File: config.mk
export PLATFORM = sky130hd
export DESIGN_NAME = stream_mux_nx1
export DESIGN_NICKNAME = d
export VERILOG_FILES = /design/src/rtl/stream_mux_pkg.sv /design/src/rtl/stream_out_reg.sv /design/src/rtl/stream_mux_nx1.sv
export SDC_FILE = /design/constraint.sdc
export NUM_CORES = 1
export LEC_CHECK = 0
export ABC_AREA = 1
export BUFFER_PORTS_ARGS = -buffer_cell sky130_fd_sc_hd__buf_2
export CAP_MARGIN = 10
export CORE_ASPECT_RATIO = 1.1
export CORE_MARGIN = 4
export CORE_UTILIZATION = 37
export CTS_CLUSTER_SIZE = 16
export DETAILED_ROUTE_END_ITERATION = 7
export GPL_TIMING_DRIVEN = 1
export PLACE_DENSITY = 0.73
export SLEW_MARGIN = 10
export SYNTH_ARGS = -nofsm -noshare
export SYNTH_HDL_FRONTEND = slang
export SYNTH_SLANG_ARGS = --single-unit
File: constraint.sdc
create_clock -name clk -period 2.73 [get_ports clk]
set_input_delay 0.1365 -clock clk [delete_from_list [all_inputs] [get_ports clk]]
set_output_delay 0.1365 -clock clk [all_outputs]
set_load 0.005 [all_outputs]
File: src/rtl/stream_mux_pkg.sv
// rtl/stream_mux_pkg.sv - shared state encoding and select-width helper for stream_mux_nx1
package stream_mux_pkg;

    typedef enum logic {
        IDLE   = 1'b0,
        LOCKED = 1'b1
    } mux_state_e;

    // Channel-index width: ceil(log2(n)), never narrower than one bit.
    function automatic int sel_width(input int n);
        int w;
        w = 1;
        for (int i = 1; i < 31; i++) begin
            if ((1 << i) < n) w = i + 1;
        end
        return w;
    endfunction

endpackage

File: src/rtl/stream_out_reg.sv
// rtl/stream_out_reg.sv - single-entry valid/ready output register with full throughput
module stream_out_reg #(
    parameter int DW = 9
) (
    input  logic          clk,
    input  logic          rst_n,
    input  logic          push,
    input  logic [DW-1:0] push_data,
    input  logic          out_ready,
    output logic          slot_free,
    output logic [DW-1:0] out_data,
    output logic          out_valid
);

    logic [DW-1:0] data_q, data_d;
    logic          valid_q, valid_d;

    // Slot may be refilled whenever it is empty or being drained this cycle.
    always_comb begin
        slot_free = !valid_q || out_ready;
        data_d    = data_q;
        valid_d   = valid_q;
        if (push) begin
            data_d  = push_data;
            valid_d = 1'b1;
        end else if (out_ready) begin
            valid_d = 1'b0;
        end
    end

    // Register stage; data only changes on a push so a stalled beat stays stable.
    always_ff @(posedge clk or negedge rst_n) begin
        if (!rst_n) begin
            data_q  <= '0;
            valid_q <= 1'b0;
        end else begin
            data_q  <= data_d;
            valid_q <= valid_d;
        end
    end

    assign out_data  = data_q;
    assign out_valid = valid_q;

endmodule

File: src/rtl/stream_mux_nx1.sv
// rtl/stream_mux_nx1.sv - N-to-1 packet-atomic stream mux; define STREAM_MUX_RR_EN for round-robin arbitration
module stream_mux_nx1
    import stream_mux_pkg::*;
#(
    parameter int N_CH  = 4,
    parameter int WIDTH = 8
) (
    input  logic                          clk,
    input  logic                          rst_n,
    input  logic [sel_width(N_CH)-1:0]    sel,
    input  logic [N_CH*WIDTH-1:0]         in_data,
    input  logic [N_CH-1:0]               in_valid,
    input  logic [N_CH-1:0]               in_last,
    output logic [N_CH-1:0]               in_ready,
    output logic [WIDTH-1:0]              out_data,
    output logic                          out_valid,
    output logic                          out_last,
    input  logic                          out_ready,
    output logic                          busy,
    output logic [sel_width(N_CH)-1:0]    cur_ch,
    output logic                          sel_err
);

    localparam int SEL_W = sel_width(N_CH);

    mux_state_e       state_q, state_d;
    logic [SEL_W-1:0] cur_ch_q, cur_ch_d;
    logic             sel_err_q, sel_err_d;

    logic [SEL_W-1:0] grant;
    logic             grant_ok;
    logic [WIDTH-1:0] grant_data;
    logic             grant_last;
    logic             grant_valid;
    logic             slot_free;
    logic             xfer;
    logic [WIDTH:0]   reg_data;

    // Pick the granted channel: locked channel mid-packet, otherwise sel or round-robin winner.
    always_comb begin
        grant    = cur_ch_q;
        grant_ok = 1'b1;
        if (state_q == IDLE) begin
`ifdef STREAM_MUX_RR_EN
            grant_ok = 1'b0;
            // Descending scan so the nearest channel after cur_ch is the last to overwrite.
            for (int k = N_CH; k >= 1; k--) begin
                if (in_valid[(int'(cur_ch_q) + k) % N_CH]) begin
                    grant    = SEL_W'((int'(cur_ch_q) + k) % N_CH);
                    grant_ok = 1'b1;
                end
            end
`else
            grant    = sel;
            grant_ok = (32'(sel) < 32'(N_CH));
`endif
        end
    end

    // Route the granted channel's beat and drive the one-hot ready.
    always_comb begin
        grant_data  = '0;
        grant_last  = 1'b0;
        grant_valid = 1'b0;
        in_ready    = '0;
        for (int i = 0; i < N_CH; i++) begin
            if (grant == SEL_W'(i)) begin
                grant_data  = in_data[i*WIDTH +: WIDTH];
                grant_last  = in_last[i];
                grant_valid = in_valid[i];
                in_ready[i] = slot_free && grant_ok;
            end
        end
        xfer = grant_valid && grant_ok && slot_free;
    end

    // Packet-lock FSM next state, granted-channel tracking and sticky select error.
    always_comb begin
        state_d   = state_q;
        cur_ch_d  = cur_ch_q;
        sel_err_d = sel_err_q;
        case (state_q)
            IDLE: begin
`ifdef STREAM_MUX_RR_EN
                if (xfer) cur_ch_d = grant;
`else
                if (grant_ok) cur_ch_d  = sel;
                else          sel_err_d = 1'b1;
`endif
                if (xfer && !grant_last) state_d = LOCKED;
            end
            LOCKED: begin
                if (xfer && grant_last) state_d = IDLE;
            end
            default: state_d = IDLE;
        endcase
    end

    // Control registers.
    always_ff @(posedge clk or negedge rst_n) begin
        if (!rst_n) begin
            state_q   <= IDLE;
            cur_ch_q  <= '0;
            sel_err_q <= 1'b0;
        end else begin
            state_q   <= state_d;
            cur_ch_q  <= cur_ch_d;
            sel_err_q <= sel_err_d;
        end
    end

    stream_out_reg #(
        .DW (WIDTH + 1)
    ) u_out_reg (
        .clk       (clk),
        .rst_n     (rst_n),
        .push      (xfer),
        .push_data ({grant_last, grant_data}),
        .out_ready (out_ready),
        .slot_free (slot_free),
        .out_data  (reg_data),
        .out_valid (out_valid)
    );

    assign out_data = reg_data[WIDTH-1:0];
    assign out_last = reg_data[WIDTH];
    assign busy     = (state_q == LOCKED);
    assign cur_ch   = cur_ch_q;
    assign sel_err  = sel_err_q;

endmodule

* Word-level counts from Yosys, hierarchy flattened
Cells that the tools add are included.
** Word-level totals
- Word-level logic and storage cells :: 38
- Input port bits :: 45
- Register bits after elaboration :: 13
- Output and inout bits :: 18
** Operators by class
- Mux-type cells :: 22
- Bitwise logic cells :: 1
- Reduce and logical (&&, ||, !) cells :: 8
- Equality and inequality tests :: 3
** Operator list (number)
- $mux 8 :: 4
- $mux 1 :: 16
- $eq 2x2->1 const B :: 2
- $logic_and 1x1->1 :: 3
- $eq 2x1->1 const B :: 1
- $logic_not 1->1 :: 2
- $logic_not 2->1 :: 1
- $mux 2 :: 1
- $pmux 1 s2 :: 1
- $reduce_bool 2->1 :: 1
- $logic_or 1x1->1 :: 1
- $not 1->1 :: 1

* Logic depth before layout (Yosys ltp)
- Depth in word-level cells :: 10
- Depth in mapped cells :: 10
- Depth with buffers taken out :: 8

* Cells and area by module
From an unflattened synthesis, not the netlist that was laid out.
** Second synthesis, totals
- Cells, all modules :: 137
- Area total of the unflattened synthesis :: 910.9 µm²
** By module, submodules not included
- stream_mux_nx1 :: times used 1, seq. area each 75.1 µm², area an instance 533.0 µm², cells each 95
- stream_out_reg :: times used 1, seq. area each 250.2 µm², area an instance 377.9 µm², cells each 42

* Worst setup path before layout
Ideal clock, no wire load.
- Kind :: reg-to-reg
- Start point :: reg with a tool-made name
- End point :: reg with a tool-made name
- Path buffers :: 2
- Arrival :: 1.190 ns
- Clock period less this slack :: 1.307 ns
- Cell stages (with the launch flop) :: 10
- Slack :: 1.423 ns
- Required time :: 2.613 ns
- Library setup time :: 0.117 ns
- Cells stage by stage :: dfrtp_1 inv_2 nand2_2 nand2_2 buf_6 nand3_2 nand4_2 buf_4 nand3_1 nand2_1

==> flow_summary.toml <==
[critical_path]
critPathRequiredTime_ns = 2.88
start_kind = "register"
path_class = "reg -> reg"
cp.arrival_ns = 2.08
crit_fanout = 16
end_kind = "register"

[logic_synthesis]
synth.avg_cell_area_um2 = 6.79
yosys_register_bits = 13
yosys_warnings = 0
synth_cell_type_count = 16
synth.net_count = 182
netlist_area_um2 = 931
synthCells = 137
yosysSeqAreaShare = 0.349

[place]
io_buffers = 61
dp_hpwl_um = 2100
place_congestion = 0.851

[die]
coreArea_um2 = 2320
io_pins = 63
rows = 18
dieArea_um2 = 3380
die_y_um = 60.6
die_width_um = 55.8
start_util = 0.401

[cells_and_area]
syn_to_final_growth_pct = 33.6
final_common_cell = "buf_2"
final_cell_mix = "buf_2 (61), nand3_1 (45), nand2_1 (36)"
n_antenna_cell = 0
multi_input_area_um2 = 502
regArea_um2 = 325
drive_above_1_share = 0.373
fillers = 259
layout.nets = 239

[cts]
htree_num_levels = 1
clk_latency_ns = 0.27
clk_pin_slew_ns = 0.08
root_buffer = "clkbuf_4"
clock-sinks = 13
cts_buffer_depth = 2
tritoncts = "built"
cts_resized = 0
cts_buffers = 3
cts_setup_buffers = 0

[routing]
drc_errors = 0
viasPerCell = 4.94
ant_nets = 0
drt-initial-drc-count = 25
num_vias = 1102
wl_per_cell_um = 11.7
detail_route.first_pass.iterations = 4
drt-total-wl_um = 2610

[grt]
grt-ovfl-total = 0
grt_pass1_wl_um = 4250
grt_start_max_net_pins = 27
grt_pass1_vias = 978
antenna_found_initial = 0
grt_usage = 0.155

[sta]
max_slew_margin = 0.639
min_period_ns = 1.92
worst_pin_slew_ns = 0.540
period_share = 0.705
hold_viol = 0
tns_ns = 0
finalSetupViolations = 0
whs_ns = 0.213
skew_ns = 0.00575
grt_setup_unrepaired = "false"
fmax_mhz = 520
report.final.slew_viol_count = 0

[pwr]
power_density_nw_per_um2 = 1050
p_leak_uw = 0.000709
vdd_drop_max_mv = 0.565

[run]
maxCapViolCount = 0

[hold_path]
hold_path_class = "in -> reg"

[status]
status = "complete, no violations"
[path summary, 6_finish.rpt]
kind | startpoint | to | slack [ns] | cells past startpoint
max | register | u_out_reg.out_data[8] | 0.81 | 8
min | in_data[6] | u_out_reg.out_data[6] | 0.21 | 5
max reg2reg | register | u_out_reg.out_data[8] | 0.81 | 8
min reg2reg | u_out_reg.out_data[5] | u_out_reg.out_data[5] | 0.48 | 2
max in group asynchronous | rst_n | async pin | 2.23 | 2
min in group asynchronous | rst_n | u_out_reg.out_data[6] | 0.27 | 2
[where the power goes]
group          leakage (µW)  internal, µW  switching [µW]
Clock             0.0000150          56.5            55.7
Sequential         0.000162           286            62.3
Combinational      0.000532           301             539
Total              0.000709           643             657
[state kept, by name, indices dropped and copies added, names as in the netlist, named ones only]
signal,count
u_out_reg.out_data,9
cur_ch,2
u_out_reg.out_valid,1
[final cells by class]
cell class              count  share of cell area
multi-input cells         105               0.403
flip-flops and latches     13               0.262
repair buffers             63               0.260
well taps                  30              0.0302
inverters                   8              0.0241
clock buffers               4              0.0211
[metal layers]
metal,part of all wire,GRT usage,vias up
met2,0.47,0.258,47
met1,0.45,0.203,478
li1,-,-,575
met4,0.0031,0.0610,0
met3,0.073,0.0277,2
met5,0,0,-
[synth_stat cells (all sizes together)]
cell type / n / area (µm²)
buf: 11 / 73.8
conb: 1 / 3.75
dfrtp: 13 / 325
inv: 8 / 30.0
nand2: 40 / 160
nand3: 46 / 235
nand4: 10 / 68.8
nor2: 5 / 18.8
nor3: 3 / 15.0
[stage by stage]
stage	instances	utilization	area (µm²)	power, µW	worst slack (ns)
after floorplan	137	-	931	995	1.42
after global placement	218	0.520	1210	1170	0.972
after detailed placement	218	0.520	1210	1200	0.835
after CTS	223	0.536	1240	1310	0.822
after global routing	223	0.536	1240	1440	0.606
final	223	0.536	1240	1300	0.806
[critical path: stages (launching register included)]
cell and delay [ns]:
dfrtp_1 0.46, inv_2 0.12, nand2_1 0.06, nand2_1 0.40, nand3_1 0.17, nand4_2 0.26, nand2_2 0.19, nand2_1 0.11
nand2_1 0.05
[logic make-up after synthesis]
kind of cell / synth area share
buffers and inverters: 0.112
DFF: 0.349
and+or+nand+nor: 0.535
other: 0.00403
[timing repair]
item / CTS / global route
endpoints found under the hold margin: 13 / 0
setup endpoints to repair: 0 / 0
hold buffers: 1 / 0
(Power assumes the default switching activity.)
